**src/rtl/count_mod_pkg.sv**
```systemverilog
// Shared constants and helpers for the count_mod counter family.
// Mode/direction encodings and prescaler width sizing.
package count_mod_pkg;

  localparam int MODE_WRAP = 0;
  localparam int MODE_SAT  = 1;

  localparam logic DIR_DOWN = 1'b0;
  localparam logic DIR_UP   = 1'b1;

  // Bits needed to hold 0..v-1, never less than one.
  function automatic int cnt_width(input int v);
    int w;
    w = 1;
    while ((1 << w) < v) w++;
    return w;
  endfunction

endpackage

```
**src/rtl/count_prescale.sv**
```systemverilog
// Enable prescaler: asserts tick on every PRESCALE-th enabled cycle.
// PRESCALE=1 collapses to tick=e with no state.
module count_prescale
  import count_mod_pkg::*;
#(
  parameter int PRESCALE = 1
) (
  input  logic clock,
  input  logic resetn,
  input  logic e,
  input  logic sclr,
  output logic tick
);

  generate
    if (PRESCALE <= 1) begin : g_direct
      logic unused_in;
      assign unused_in = ^{clock, resetn, sclr};
      assign tick = e;
    end else begin : g_count
      localparam int W = cnt_width(PRESCALE);
      localparam logic [W-1:0] LAST = W'(PRESCALE - 1);

      logic [W-1:0] cnt;

      always_ff @(posedge clock or negedge resetn) begin
        if (!resetn) begin
          cnt <= '0;
        end else if (sclr) begin
          cnt <= '0;
        end else if (e) begin
          cnt <= (cnt == LAST) ? '0 : cnt + W'(1);
        end
      end

      assign tick = e && (cnt == LAST);
    end
  endgenerate

endmodule

```
**src/rtl/count_mod.sv**
```systemverilog
// Parametrised up/down modulo counter with clear, clamped load,
// wrap/saturate boundary handling, registered tc pulse and sticky ovf.
module count_mod
  import count_mod_pkg::*;
#(
  parameter int N        = 8,
  parameter int MODULO   = 256,
  parameter int PRESCALE = 1,
  parameter int SATURATE = 0
) (
  input  logic         clock,
  input  logic         resetn,
  input  logic         e,
  input  logic         up,
  input  logic         clr,
  input  logic         load,
  input  logic [N-1:0] d,
  output logic [N-1:0] q,
  output logic         tc,
  output logic         ovf
);

  // MODULO-1 always fits in N bits, so MODULO=2**N compares against all-ones.
  localparam logic [N-1:0] QMAX = N'(MODULO - 1);

  logic         tick;
  logic [N-1:0] q_nxt;
  logic         tc_nxt;
  logic         ovf_nxt;
  logic         bnd;

  count_prescale #(
    .PRESCALE(PRESCALE)
  ) u_prescale (
    .clock (clock),
    .resetn(resetn),
    .e     (e),
    .sclr  (clr | load),
    .tick  (tick)
  );

  always_comb begin
    q_nxt   = q;
    tc_nxt  = 1'b0;
    ovf_nxt = ovf;
    bnd     = 1'b0;
    if (clr) begin
      q_nxt   = '0;
      ovf_nxt = 1'b0;
    end else if (load) begin
      q_nxt = (d > QMAX) ? QMAX : d;
    end else if (tick) begin
      if (up == DIR_UP) begin
        if (q == QMAX) begin
          bnd = 1'b1;
          if (SATURATE == MODE_WRAP) q_nxt = '0;
        end else begin
          q_nxt = q + N'(1);
        end
      end else begin
        if (q == '0) begin
          bnd = 1'b1;
          if (SATURATE == MODE_WRAP) q_nxt = QMAX;
        end else begin
          q_nxt = q - N'(1);
        end
      end
      if (bnd) begin
        tc_nxt  = 1'b1;
        ovf_nxt = 1'b1;
      end
    end
  end

  always_ff @(posedge clock or negedge resetn) begin
    if (!resetn) begin
      q   <= '0;
      tc  <= 1'b0;
      ovf <= 1'b0;
    end else begin
      q   <= q_nxt;
      tc  <= tc_nxt;
      ovf <= ovf_nxt;
    end
  end

endmodule

```
**config.mk**
```make
export PLATFORM = sky130hd
export DESIGN_NAME = count_mod
export DESIGN_NICKNAME = d
export VERILOG_FILES = /design/src/rtl/count_mod_pkg.sv /design/src/rtl/count_prescale.sv /design/src/rtl/count_mod.sv
export SDC_FILE = /design/constraint.sdc
export NUM_CORES = 1
export LEC_CHECK = 0
export CAP_MARGIN = 0
export CORE_MARGIN = 2
export CORE_UTILIZATION = 25
export DETAILED_ROUTE_END_ITERATION = 16
export GPL_TIMING_DRIVEN = 0
export PLACE_DENSITY = 0.5
export SYNTH_ARGS = -nofsm -noshare
export SYNTH_HDL_FRONTEND = slang
export SYNTH_HIERARCHICAL = 1
export SYNTH_SLANG_ARGS = --single-unit
```
**constraint.sdc**
```tcl
create_clock -name clock -period 2.54 [get_ports clock]
set_input_delay 0.508 -clock clock [delete_from_list [all_inputs] [get_ports clock]]
set_output_delay 0.508 -clock clock [all_outputs]
set_load 0.05 [all_outputs]
```
# [Word-level counts from Yosys, hierarchy flattened]
# Cells that the tools add are included.
[totals] wordCells=34 register_bits=10 output_inout_bits=10 in_bits=14
[op_classes] muxes=21 reduce_logical=5 magnitude_cmp=1 n_addsub=2 eq_ne=2
[op_table] operator="$mux 8" n=7
[op_table] operator="$mux 1" n=14
[op_table] operator="$add 8x1->8 const B" n=1
[op_table] operator="$eq 8x8->1 const B" n=1
[op_table] operator="$gt 8x8->1 const B" n=1
[op_table] operator="$logic_not 8->1" n=1
[op_table] operator="$sub 8x1->8 const B" n=1
[op_table] operator="$reduce_bool 2->1" n=2
[op_table] operator="$reduce_and 3->1" n=1
[op_table] operator="$reduce_bool 3->1" n=1
[op_table] operator="$ne 2x2->1 const B" n=1

# [Depth between registers and ports, before layout]
# Gate-level depths: netlist of run 1.
[depth] depth_word=10 depth_mapped=7 mapped_depth_nobuf=6

# [By module]
# The synthesis of run 1 kept the hierarchy.
[by_module_without_submodules] module="count_mod" seq_area_each_um2=250.2 cells_per_inst=119 instances=1 area_per_inst_um2=943.4
[by_module_without_submodules] module="count_prescale" seq_area_each_um2=0.0 cells_per_inst=1 instances=1 area_per_inst_um2=7.5

# [Worst setup path after synthesis of run 1]
# OpenSTA, ideal clock, no wires.
[synth_path] path_kind="register to register" startpoint="reg q[0]" endpoint="reg q[7]" arrival_time_ns=1.941 n_path_buf=1 setup_time_ns=0.126 period_less_slack_ns=2.067 t_required_ns=2.414 stages_incl_launch_ff=8 setup_slack_ns=0.473 path_cell_list="dfrtp_1 clkbuf_1 inv_1 ha_1 o21bai_1 a31oi_1 a31oi_1 o311a_1"
[synth_between] elab_chain_len=6 word_cells_on_any_way=10 cone_classes="add/sub (2); eq/ne (1); mux (6); reduce/logical (1)"
[synth_rtl] element="start, declared" line_no="count_mod.sv:18" rtl="output logic [N-1:0] q,"
[synth_rtl] element="start signal, assigned" line_no="count_mod.sv:81" rtl="q <= q_nxt;"
[synth_rtl] element="$sub 8x1->8, or another cell as far along" line_no="count_mod.sv:65" rtl="q_nxt = q - N'(1);"
[synth_rtl] element="$mux 8 (on tied branches)" line_no="count_mod.sv:61, count_mod.sv:54"
[synth_rtl] element="$mux 8 *" line_no="count_mod.sv:53" rtl="if (up == DIR_UP) begin"
[synth_rtl] element="$mux 8 *" line_no="count_mod.sv:52" rtl="end else if (tick) begin"
[synth_rtl] element="$mux 8 *" line_no="count_mod.sv:50" rtl="end else if (load) begin"
[synth_rtl] element="$mux 8 *" line_no="count_mod.sv:47" rtl="if (clr) begin"
# Every way passes the cells marked *; elsewhere a longest branch is shown, timed or not. The select of a mux whose other input is x is not followed.
# A chain may end at the register's enable or synchronous reset.

# [Final worst setup path of run 1]
[layout_path] startpoint="reg q[6]" endpoint="out q[6]"
# No word-level cell between the ends.

==> results.sh, run 1 <==
export IMPL_critPathKind="reg2out"
export IMPL_initial_utilization_pct=25.97
export IMPL_dieArea_um2=4313
export IMPL_ys_top_cells_by_area="dfrtp_1 26%, ha_1 3.9%, o211ai_1 3.9%"
export IMPL_core_area_um2=3661
export IMPL_drv_cap=0
export IMPL_numCtsBuffers=3
export IMPL_critPathRequiredTime_ns=2.03
export IMPL_gr_total_overflow=0
export IMPL_dp_hpwl_um=2168
export IMPL_grt_max_degree=11
export IMPL_finalHoldViolCount=0
export IMPL_drt_iter0_drc=27
export IMPL_regArea_um2=250.2
export IMPL_r2r_end="q[0]"
export IMPL_antenna_found_initial=0
export IMPL_cts_max_path_buffers=2
export IMPL_numPortBuffers=20
export IMPL_postSynth_asyncResetShare_pct=100.0
export IMPL_rr_worst_depth=7
export IMPL_drc=0
export IMPL_slew_violations=0
export IMPL_slew_headroom_pct=65.01
export IMPL_row_count=22
export IMPL_syn_cell_area_um2=950.9
export IMPL_clock_root_buffer="clkbuf_8"
export IMPL_syn_num_nets=137
export IMPL_first_global_vias=1004
export IMPL_die_y_um=65.68
export IMPL_p_leak_nw=0.4641
export IMPL_synth_edff_count=0
export IMPL_crit_arrival_ns=1.65
export IMPL_crit_family="buffers and inverters"
export IMPL_nets=162
export IMPL_ys_ff_latch=10
export IMPL_cts_tree="done"
export IMPL_clock_skew_ns=0.0006916
export IMPL_htree_num_levels=1
export IMPL_vias=1003
export IMPL_cts_hold_buf=0
export IMPL_antenna_left=0
export IMPL_grt_pass1_wl_um=4961
export IMPL_peakVddDrop_mv=0.2705
export IMPL_crit_slowest_cell="clkdlybuf4s50_1"
export IMPL_ys_flop_type="dfrtp_1"
export IMPL_wl_per_cell_um=15.25
export IMPL_drive_gt1_share_pct=9.722
export IMPL_clock_latency_ns=0.23
export IMPL_clk_pin_slew_ns=0.05
export IMPL_postCtsSetupRepairBufs=0
export IMPL_max_stage_delay_ns=0.88
export IMPL_crit_path_end_kind="primary output"
export IMPL_avgSynthCellArea_um2=7.924
export IMPL_crit_reg2reg_launch="q[0]"
export IMPL_grtUsageTotal_pct=14.89
export IMPL_synth_warnings=6
export IMPL_yosysUniqueCellTypes=44
export IMPL_critPathMaxFanout=9
export IMPL_min_path_cells=2
export IMPL_critical_path_buf_inv_count=1
export IMPL_die_width_um=65.68
export IMPL_total_power_mw=0.6410
export IMPL_nFillCells=383
export IMPL_p_per_area_nw_per_um2=506.2
export IMPL_via_per_inst=5.224
export IMPL_setup_tns_ns=0
export IMPL_synth_top_area_share_pct=26.32
export IMPL_hp_start="ovf"
export IMPL_first_pass_iters=4
export IMPL_yosysTopAreaCell="dfrtp_1"
export IMPL_cp_start_kind="register"
export IMPL_syn2layout_area_growth_pct=33.16
export IMPL_setup_violations=0
export IMPL_path_cells="clkdlybuf4s50_1"
export IMPL_min_period_ns=2.158
export IMPL_syn_inst=120
export IMPL_totalWireLength_um=2928
export IMPL_hold_class="reg2reg"
export IMPL_whs_endpoint="ovf"
export IMPL_status="finished, final reports clean"
export IMPL_tightest_slew_ns=0.5248
export IMPL_ff2ff_setup_slack_ns=0.44
export IMPL_fin_crit_sh_pct=84.95
export IMPL_place_gp_congestion=0.8334
export IMPL_hold_ws_ns=0.5302
export IMPL_cts_resized=0
export IMPL_seq_area_frac_synth_pct=26.32
export IMPL_rsz0062_at_grt="no"
export IMPL_ios=24
export IMPL_fmax_ghz=0.4635
export IMPL_cts_sinks=10
export IMPL_multi_input_comb_area_um2=611.8
export IMPL_antenna_cells=0
placed cells by master, fill, tap and decap left out, types with 2 or more instances in the layout:
master           synthesis  routed
clkdlybuf4s50_1          0      20
dfrtp_1                 10      10
nor2_1                   9       9
clkbuf_1                 8       8
inv_1                    8       8
a21oi_1                  7       7
nand2_1                  6       6
o211ai_1                 5       5
a31oi_1                  5       5
o21ai_0                  4       4
nor3_1                   4       4
clkbuf_8                 0       4
nand4_1                  3       3
xnor2_1                  3       3
o31ai_1                  3       3
ha_1                     3       3
nor2b_1                  2       2
buf_2                    2       2
mux2i_1                  2       2
or2_2                    2       2
nand3b_1                 2       2
nor4_1                   2       2
o21bai_1                 2       2
or4_1                    2       2
nand4b_1                 2       2
o22ai_1                  2       2
nand3_1                  2       2
a211o_1                  2       2
cells in the mapped netlist, types with 2 or more instances:
library cell	instances
a211o_1	2
a21oi_1	7
a31oi_1	5
buf_2	2
clkbuf_1	8
dfrtp_1	10
ha_1	3
inv_1	8
mux2i_1	2
nand2_1	6
nand3_1	2
nand3b_1	2
nand4_1	3
nand4b_1	2
nor2_1	9
nor2b_1	2
nor3_1	4
nor4_1	2
o211ai_1	5
o21ai_0	4
o21bai_1	2
o22ai_1	2
o31ai_1	3
or2_2	2
or4_1	2
xnor2_1	3
metal layers:
layer / global-route usage [%] / part of all wire, % / vias to the layer above
met4: 2.344 / 0 / 0
met2: 23.99 / 48 / 38
li1: - / - / 498
met1: 20.19 / 46 / 467
met5: 0 / 0 / -
met3: 3.938 / 5.7 / 0
worst max path at each step:
stage	cells after the start	to	slack, ns	startpoint
3_3_place_gp	7	q[0]	0.51	q[0]
4_1_cts	1	q[6]	0.37	q[6]
3_5_place_dp	7	q[0]	0.52	q[0]
6_report	1	q[6]	0.38	q[6]
2_1_floorplan	7	q[7]	0.47	q[0]
5_1_grt	7	q[0]	0.29	q[1]
kinds of logic (layout without fill, tap and decap cells):
logic type,after synthesis,count (layout),share of synthesized area (%)
DFF,10,10,26.32
AOI/OAI and AO/OA,36,36,25.66
xor gates and xnor gates,3,3,2.764
muxes,2,2,2.105
and+or+nand+nor,46,46,29.87
adders and majority gates,3,3,3.948
buffers and inverters,20,44,9.343
layout make-up:
cell class                      count  share of cell area (%)
Multi-Input combinational cell     90                   48.32
Sequential cell                    10                   19.76
Timing Repair Buffer               20                   15.81
Tap cell                           48                   4.743
Buffer                             12                   4.644
Clock buffer                        4                   4.348
Inverter                            8                   2.372
report_power, final:
part / switching [mW] / internal [mW] / leakage (nW) / total [mW]
Clock: 0.0646 / 0.136 / 0.0288 / 0.201
Combinational: 0.149 / 0.101 / 0.303 / 0.250
Sequential: 0.0187 / 0.172 / 0.133 / 0.190
sequential cells by signal (all words and copies together), names as in the netlist:
name  cells
ovf       1
q         8
tc        1
per-stage QoR:
step | std cells | utilization [%] | instance area [µm²] | worst slack [ns]
global route | 192 | 34.59 | 1266 | 0.2929
finish | 192 | 34.59 | 1266 | 0.3823
floorplan | 120 | - | 950.9 | 0.4734
global placement | 188 | 33.08 | 1211 | 0.5051
detailed placement | 188 | 33.08 | 1211 | 0.5151
CTS | 192 | 34.59 | 1266 | 0.3673
Note: power is estimated with default switching activity, not from simulation.
==> run 2: changes to the inputs <==
PLACE_DENSITY = 0.52   (was 0.5)
clock period = 1.9 ns   (was 2.54 ns; I/O delays follow)
==> run 2 against run 1 <==
  * Sequential power grew 34%
  * Via count grew 2.9%
  * Global-route usage shrank 0.88 points
  * Clock skew grew 0.00089 ns
  * Cell area grew 6.5%
==> results.sh, run 2 (synthesized netlist as in run 1, its figures left out) <==
export IMPL_status="finished, final reports clean"
export IMPL_wl_per_cell_um=14.56
export IMPL_gr_total_overflow=0
export IMPL_final_area_um2=1349
export IMPL_seqPwrFrac_pct=28.8
export IMPL_row_count=22
export IMPL_first_pass_iters=4
export IMPL_cts_max_path_buffers=2
export IMPL_drv_cap=0
export IMPL_via_per_inst=5.239
export IMPL_cts_sinks=10
export IMPL_min_period_ns=1.898
export IMPL_slew_violations=0
export IMPL_fin_crit_sh_pct=99.92
export IMPL_die_y_um=65.68
export IMPL_nFillCells=378
export IMPL_clock_skew_ns=0.001582
export IMPL_rr_worst_depth=5
export IMPL_place_area_um2=1229
export IMPL_switching_power_mw=0.3176
export IMPL_finalHoldViolCount=0
export IMPL_totalWireLength_um=2868
export IMPL_rsz0062_at_grt="yes"
export IMPL_clk_pin_slew_ns=0.05
export IMPL_internal_power_mw=0.5676
export IMPL_critPathMaxFanout=7
export IMPL_ios=24
export IMPL_setup_violations=0
export IMPL_path_cells="or4_4, nor4b_4, buf_4, o2111ai_2, o211ai_1"
export IMPL_antenna_left=0
export IMPL_cts_hold_buf=0
export IMPL_final_common_cell="clkdlybuf4s50_1"
export IMPL_hold_class="in2async"
export IMPL_critPathRequiredTime_ns=2.05
export IMPL_die_width_um=65.68
export IMPL_critPathKind="reg2reg"
export IMPL_first_global_vias=1005
export IMPL_grt_max_degree=11
export IMPL_antenna_cells=0
export IMPL_vias=1032
export IMPL_pwr_share_clk_pct=30.4
export IMPL_drt_iter0_drc=62
export IMPL_p_leak_nw=0.5253
export IMPL_htree_num_levels=1
export IMPL_drive_gt1_share_pct=20.13
export IMPL_nets=167
export IMPL_core_area_um2=3661
export IMPL_crit_slowest_cell="or4_4"
export IMPL_clock_latency_ns=0.24
export IMPL_dp_hpwl_um=2108
export IMPL_max_stage_delay_ns=0.58
export IMPL_crit_path_end_kind="register"
export IMPL_layout_common_cells="16 x clkdlybuf4s50_1, 9 x nor2_1, 7 x a21oi_1, 7 x dfrtp_1"
export IMPL_clock_root_buffer="clkbuf_8"
export IMPL_crit_arrival_ns=2.05
export IMPL_tightest_slew_ns=0.5433
export IMPL_dieArea_um2=4313
export IMPL_antenna_found_initial=0
export IMPL_initial_utilization_pct=25.97
export IMPL_numCtsBuffers=3
export IMPL_largest_register_ffs=8
export IMPL_numPortBuffers=20
export IMPL_drc=0
export IMPL_reg_top3="q x8, ovf x1, tc x1"
export IMPL_cts_tree="done"
export IMPL_fmax_ghz=0.5268
export IMPL_slew_headroom_pct=63.78
export IMPL_cp_start_kind="register"
export IMPL_p_per_area_nw_per_um2=656.3
export IMPL_regMostFlops="q"
export IMPL_final_core_util_pct=36.84
export IMPL_grt_pass1_wl_um=4754
export IMPL_peakVddDrop_mv=0.5332
export IMPL_grtUsageTotal_pct=14.00
export IMPL_syn2layout_area_growth_pct=41.84
export IMPL_place_gp_congestion=0.8517
export IMPL_swShare_pct=35.88
export IMPL_combPwrFrac_pct=40.8
run 2: final cells by class:
type	instances	area (µm²)	area share, %
timing repair buffer	25	236.5	17.53
sequential	10	254.0	18.83
tap	48	60.06	4.453
inverter	8	30.03	2.226
clock buffer	4	55.05	4.082
multi-input combinational	90	640.6	47.50
buffer	12	72.57	5.380
run 2: through the flow:
stage / hold WS (ns) / instances / worst slack, ns / power, mW / setup TNS, ns
global route: 0.5208 / 197 / -0.04635 / 0.9385 / -0.1078
finish: 0.4809 / 197 / 0.001594 / 0.8852 / 0
detailed placement: 0.5311 / 188 / -0.01248 / 0.5942 / -0.02351
floorplan: 0.08441 / 120 / 0.0004960 / 0.4878 / 0
global placement: 0.5231 / 188 / -0.01605 / 0.5914 / -0.01605
CTS: 0.4998 / 193 / 0.01212 / 0.8695 / 0
run 2: what timing repair did:
action                                  CTS  global route
pin swaps                                 0             5
setup buffers                             1             4
endpoints found under the setup margin    5             8
gates resized for setup                   4             8
run 2: layer usage:
layer  routed length, µm  GRT usage, %  vias up  share of wire (%)
met4                  19         4.948        0               0.66
met5                   0             0        -                  0
met1                1346         18.54      484                 47
li1                    -             -      507                  -
met2                1326         22.22       39                 46
met3                 176         3.082        2                6.1
run 2: power groups by stage:
stage          Sequential, mW  Combinational, mW  Clock (mW)
2_1_floorplan           0.310              0.178           0
3_3_place_gp            0.257              0.335           0
3_5_place_dp            0.258              0.336           0
4_1_cts                 0.254              0.338       0.278
5_1_grt                 0.258              0.392       0.288
6_report                0.255              0.361       0.269
run 2: path summary, 6_finish.rpt:
| path | start | to | slack, ns |
|---|---|---|---|
| worst max register to register | q[5] | q[5] | 0.002 |
| min in group clock | e | q[2] | 0.51 |
| worst min-delay path | resetn | q[4] | 0.48 |
| worst min register to register | ovf | ovf | 0.53 |
| worst max-delay path | q[5] | q[5] | 0.002 |
| max in group asynchronous | resetn | q[1] | 1.05 |
run 2: worst max-delay path: cells and delay by family (launching register included):
| kind | cells | cell delay [ns] |
|---|---|---|
| DFF | 1 | 0.46 |
| buffers and inverters | 1 | 0.18 |
| AOI/OAI and AO/OA | 2 | 0.23 |
| and+or+nand+nor | 2 | 0.94 |
==> RTL edit 1, RTL diff (settings of run 1) <==
Reset style: synchronous (`resetn`), changed in 2 clocked blocks.
--- a/src/rtl/count_prescale.sv
+++ b/src/rtl/count_prescale.sv
@@ -23,7 +23,7 @@
 
       logic [W-1:0] cnt;
 
-      always_ff @(posedge clock or negedge resetn) begin
+      always_ff @(posedge clock) begin
         if (!resetn) begin
           cnt <= '0;
         end else if (sclr) begin
--- a/src/rtl/count_mod.sv
+++ b/src/rtl/count_mod.sv
@@ -72,7 +72,7 @@
     end
   end
 
-  always_ff @(posedge clock or negedge resetn) begin
+  always_ff @(posedge clock) begin
     if (!resetn) begin
       q   <= '0;
       tc  <= 1'b0;
Check against the original RTL: differs if resetn is asserted again (counterexample within 4 cycles, from zero or initial values and one cycle with resetn low); with resetn held inactive, the same outputs for 10 cycles.
==> RTL edit 1 against run 1 <==
Core utilization grew 0.19 points. Setup slack gained 0.026 ns. Total power shrank 11%. Sequential cell count is the same. Design area shrank 0.20%. Wire length shrank 12%. Final cell count shrank 4.2%. Register-to-register slack gained 0.20 ns. Hold slack lost 0.023 ns. Synthesized area shrank 1.3%. Sequential power shrank 8%. Largest cell class unchanged.
==> RTL edit 1: results (changes against run 1) <==
critical_path:
  cp_top_family: "buffers and inverters"
  cp_max_fo: 9  # unchanged
  timing.rr.end: "q[6]"
  worst_ep_arrival_time_ns: 1.62  # -0.03 ns
  reg2regPathDepth: 4  # -3
  rrSetupSlack_ns: 0.64  # +0.20 ns
  reg2reg_from: "q[6]"
  cp_slowest_cell: "clkdlybuf4s50_1"
  max_stage_delay_ns: 0.87
global_route:
  grt_pass1_wl_um: 4570  # -7.8%
  grt_max_degree: 11  # unchanged
  track_usage: 0.139  # -0.00974
  grt_pass1_vias: 932  # -7.2%
  antenna_found_initial: 0  # unchanged
logic_synthesis:
  syn_nets: 128  # -6.6%
  ys_warn_count: 6  # unchanged
finish:
  top_regs: "q (8), ovf (1), tc (1)"
  nNetsFinal: 154  # -4.9%
  drive_above_1_share: 0.199  # +0.101
  antennaDiodeCount: 0  # unchanged
hold_path:
  hold_end: "ovf"
  min_from: "ovf"
  min_path_cells: 2  # unchanged
  hp-class: "flop to flop"
drt:
  vias: 923  # -8.0%
  firstDrtPassIters: 4  # unchanged
  routed_wirelength_um: 2570  # -12%
  drt_iter0_markers: 48  # +78%
place:
  portBuffers: 21  # +5.0%
  dpl-instance-area_um2: 1210  # -0.21%
  dpl.hpwl_um: 1900  # -13%
  routabilityCongestion: 0.851  # +2.1%
power:
  leakage_nw: 0.489  # +5.3%
  irDropWorstVdd_uv: 114  # -58%
cts:
  cts_buffers: 3  # unchanged
  ctsResizeCount: 0  # unchanged
  insertion_delay_ns: 0.25  # +0.02 ns
  cts_max_path_buffers: 2  # unchanged
  clkTransAtPathRegs_ns: 0.06
  h-tree-depth: 1  # unchanged
  postCtsSetupBuffers: 0  # unchanged
  cts-root-buf: "clkbuf_8"
outcome:
  status: "finished clean"
sta:
  clock_skew_ns: 0.00216  # +0.00147 ns
  tightest_slew_ns: 0.506  # -0.0193 ns
## RTL edit 1: power breakdown
part / total [W] / switching (W) / internal, W
clock: 0.000217 / 0.0000793 / 0.000137
combinational: 0.000179 / 0.0000990 / 0.0000795
sequential: 0.000174 / 0.00000985 / 0.000164
## RTL edit 1: layout make-up
| type | instances | area (um2) |
|---|---|---|
| multi-input cells | 80 | 609 |
| inverters | 11 | 41.3 |
| well taps | 48 | 60.1 |
| clock buffers | 4 | 55.1 |
| flip-flops and latches | 10 | 200 |
| plain buffers | 10 | 87.6 |
| repair buffers | 21 | 210 |
| fillers | 380 | 2370 |
## RTL edit 1: stage by stage
stage               setup slack, ns  instances  hold WS, ns
floorplan                     0.597        111        0.657
global placement              0.506        180        0.477
detailed placement            0.520        180        0.489
CTS                           0.415        184        0.507
global route                  0.368        184        0.534
finish                        0.408        184        0.507
## RTL edit 1: metal layers
layer	global-route usage	vias to the layer above	wire length, um
met3	0.0188	5	126
met4	0.0781	0	69
li1	-	464	-
met2	0.223	31	1190
met1	0.178	423	1190
met5	0	-	0
## RTL edit 1: worst min-delay path, cell delays in order (launching register included)
cell,delay [ns]
dfxtp_1,0.34
a41oi_1,0.06
nor2_1,0.07
## RTL edit 1: how the worst max path moves through the flow
stage	start	to	slack, ns
finish	q[0]	q[0]	0.41
global route	q[0]	q[0]	0.37
CTS	q[0]	q[0]	0.42
detailed placement	load	q[5]	0.52
global placement	load	q[5]	0.51
floorplan	q[5]	q[5]	0.60
==> RTL edit 2, RTL diff (config.mk and constraints of run 1) <==
Without the edit above. `SATURATE`: 0 -> 1.
--- a/src/rtl/count_mod.sv
+++ b/src/rtl/count_mod.sv
@@ -6,7 +6,7 @@
   parameter int N        = 8,
   parameter int MODULO   = 256,
   parameter int PRESCALE = 1,
-  parameter int SATURATE = 0
+  parameter int SATURATE = 1
 ) (
   input  logic         clock,
   input  logic         resetn,
Formal check against the unedited RTL: not equivalent (a bounded check fails within 4 cycles, from zero or initial values and one cycle with resetn low).
==> RTL edit 2 against run 1 <==
Total power shrank 18%. Setup slack lost 0.087 ns. Core utilization shrank 0.30 points. Sequential share of layout area grew 2.5 points. Wire length shrank 26%. Hold slack lost 0.026 ns. Largest power group unchanged. Synthesized area shrank 12%. Critical endpoint is now q[7]. First-iteration DRC count grew 130%. Maximum frequency shrank 3.9%. Design area shrank 11%. Sequential cell count is the same. Synthesized cell count shrank 18%.
==> RTL edit 2: results (changes against run 1) <==
outcome:
  status: "finished clean"
place:
  dpl.hpwl_um: 1780  # -18%
  routabilityCongestion: 0.851  # +2.1%
  portBuffers: 21  # +5.0%
logic_synthesis:
  yosys-top-cells-count: "nor2_1, dfrtp_1, nand2_1"
  synth_seq_area_share: 0.298  # +0.0345
  syn_nets: 119  # -13%
  synthesis.instances: 98  # -18%
  synth_cell_types: 35  # -20%
hold_path:
  min_from: "e"
  hp-class: "input pin to flop"
critical_path:
  rrSetupSlack_ns: 0.39  # -0.05 ns
  max_stage_delay_ns: 0.37  # -0.51 ns
  cp_max_fo: 7  # -2
  cp_slowest_cell: "ha_1"
  reg2reg_from: "q[4]"
  crit_path_start: "up"
  worst_ep_arrival_time_ns: 2.39  # +0.74 ns
global_route:
  grt_pass1_vias: 788  # -22%
  grt_pass1_wl_um: 3750  # -24%
  track_usage: 0.134  # -0.0153
drt:
  wl_per_cell_um: 13.0  # -15%
  vias: 798  # -20%
  drt_iter0_markers: 62  # +130%
  vias_per_cell: 4.75  # -9.1%
sta:
  relSlewSlack: 0.669  # +0.0193
  clock_skew_ns: 0.000424  # -0.000267 ns
power:
  leakage_nw: 0.502  # +8.2%
  irDropWorstVdd_uv: 131  # -52%
cts:
  insertion_delay_ns: 0.26  # +0.03 ns
  cts-root-buf: "clkbuf_4"
finish:
  nNetsFinal: 145  # -10%
RTL edit 2: timing repair:
item / 4_1_cts / 5_1_grt
resized for setup: 2 / 2
endpoints found under the setup margin: 4 / 1
endpoints found under the hold margin: 0 / 0
pin swaps: 0 / 0
RTL edit 2: layer usage:
layer  up-vias  wire length, um  track usage
li1        413                -            -
met1       365             1100        0.195
met2        18              991        0.201
met3         2               63      0.00621
met4         0               26       0.0638
met5         -                0            0
RTL edit 2: kinds of logic (layout without fill, tap and decap cells):
group	count (synthesis)	after routing	synth area share
simple gates	37	37	0.219
compound gates	28	28	0.232
flops	10	10	0.298
buf+inv	8	32	0.0491
fa+ha+maj	7	7	0.113
xor+xnor	4	4	0.0417
mux	4	4	0.0476
RTL edit 2: final timing paths:
kind,endpoint,depth (start not counted)
worst min-delay path,tc,3
max in group asynchronous,q[0],1
worst max register to register,q[7],7
worst min register to register,ovf,2
min in group asynchronous,q[7],1
worst max-delay path,q[7],9
RTL edit 2: per-stage QoR:
step                      setup slack, ns  hold WS [ns]
after floorplan                     0.251         0.212
after global placement             -0.507         0.490
after detailed placement           -0.566         0.507
after CTS                          0.0653         0.485
after global routing                0.162         0.506
final                               0.295         0.504
RTL edit 2: worst min-delay path: cells and delay by family:
family / cells / cell delay (ns)
buffers and inverters: 1 / 0.13
AND/OR/NAND/NOR: 2 / 0.08
RTL edit 2: cell type report:
type	count	area (um2)	share of cell area
Multi-Input combinational cell	80	549	0.488
Sequential cell	10	250	0.222
Timing Repair Buffer	21	205	0.182
Tap cell	46	57.6	0.0511
Buffer	4	26.3	0.0233
Clock buffer	3	22.5	0.0200
Inverter	4	15.0	0.0133
RTL edit 2: power by group:
group,internal (W),switching (W)
clock,0.0000545,0.0000491
combinational,0.0000977,0.000132
sequential,0.000171,0.0000199
total,0.000323,0.000201
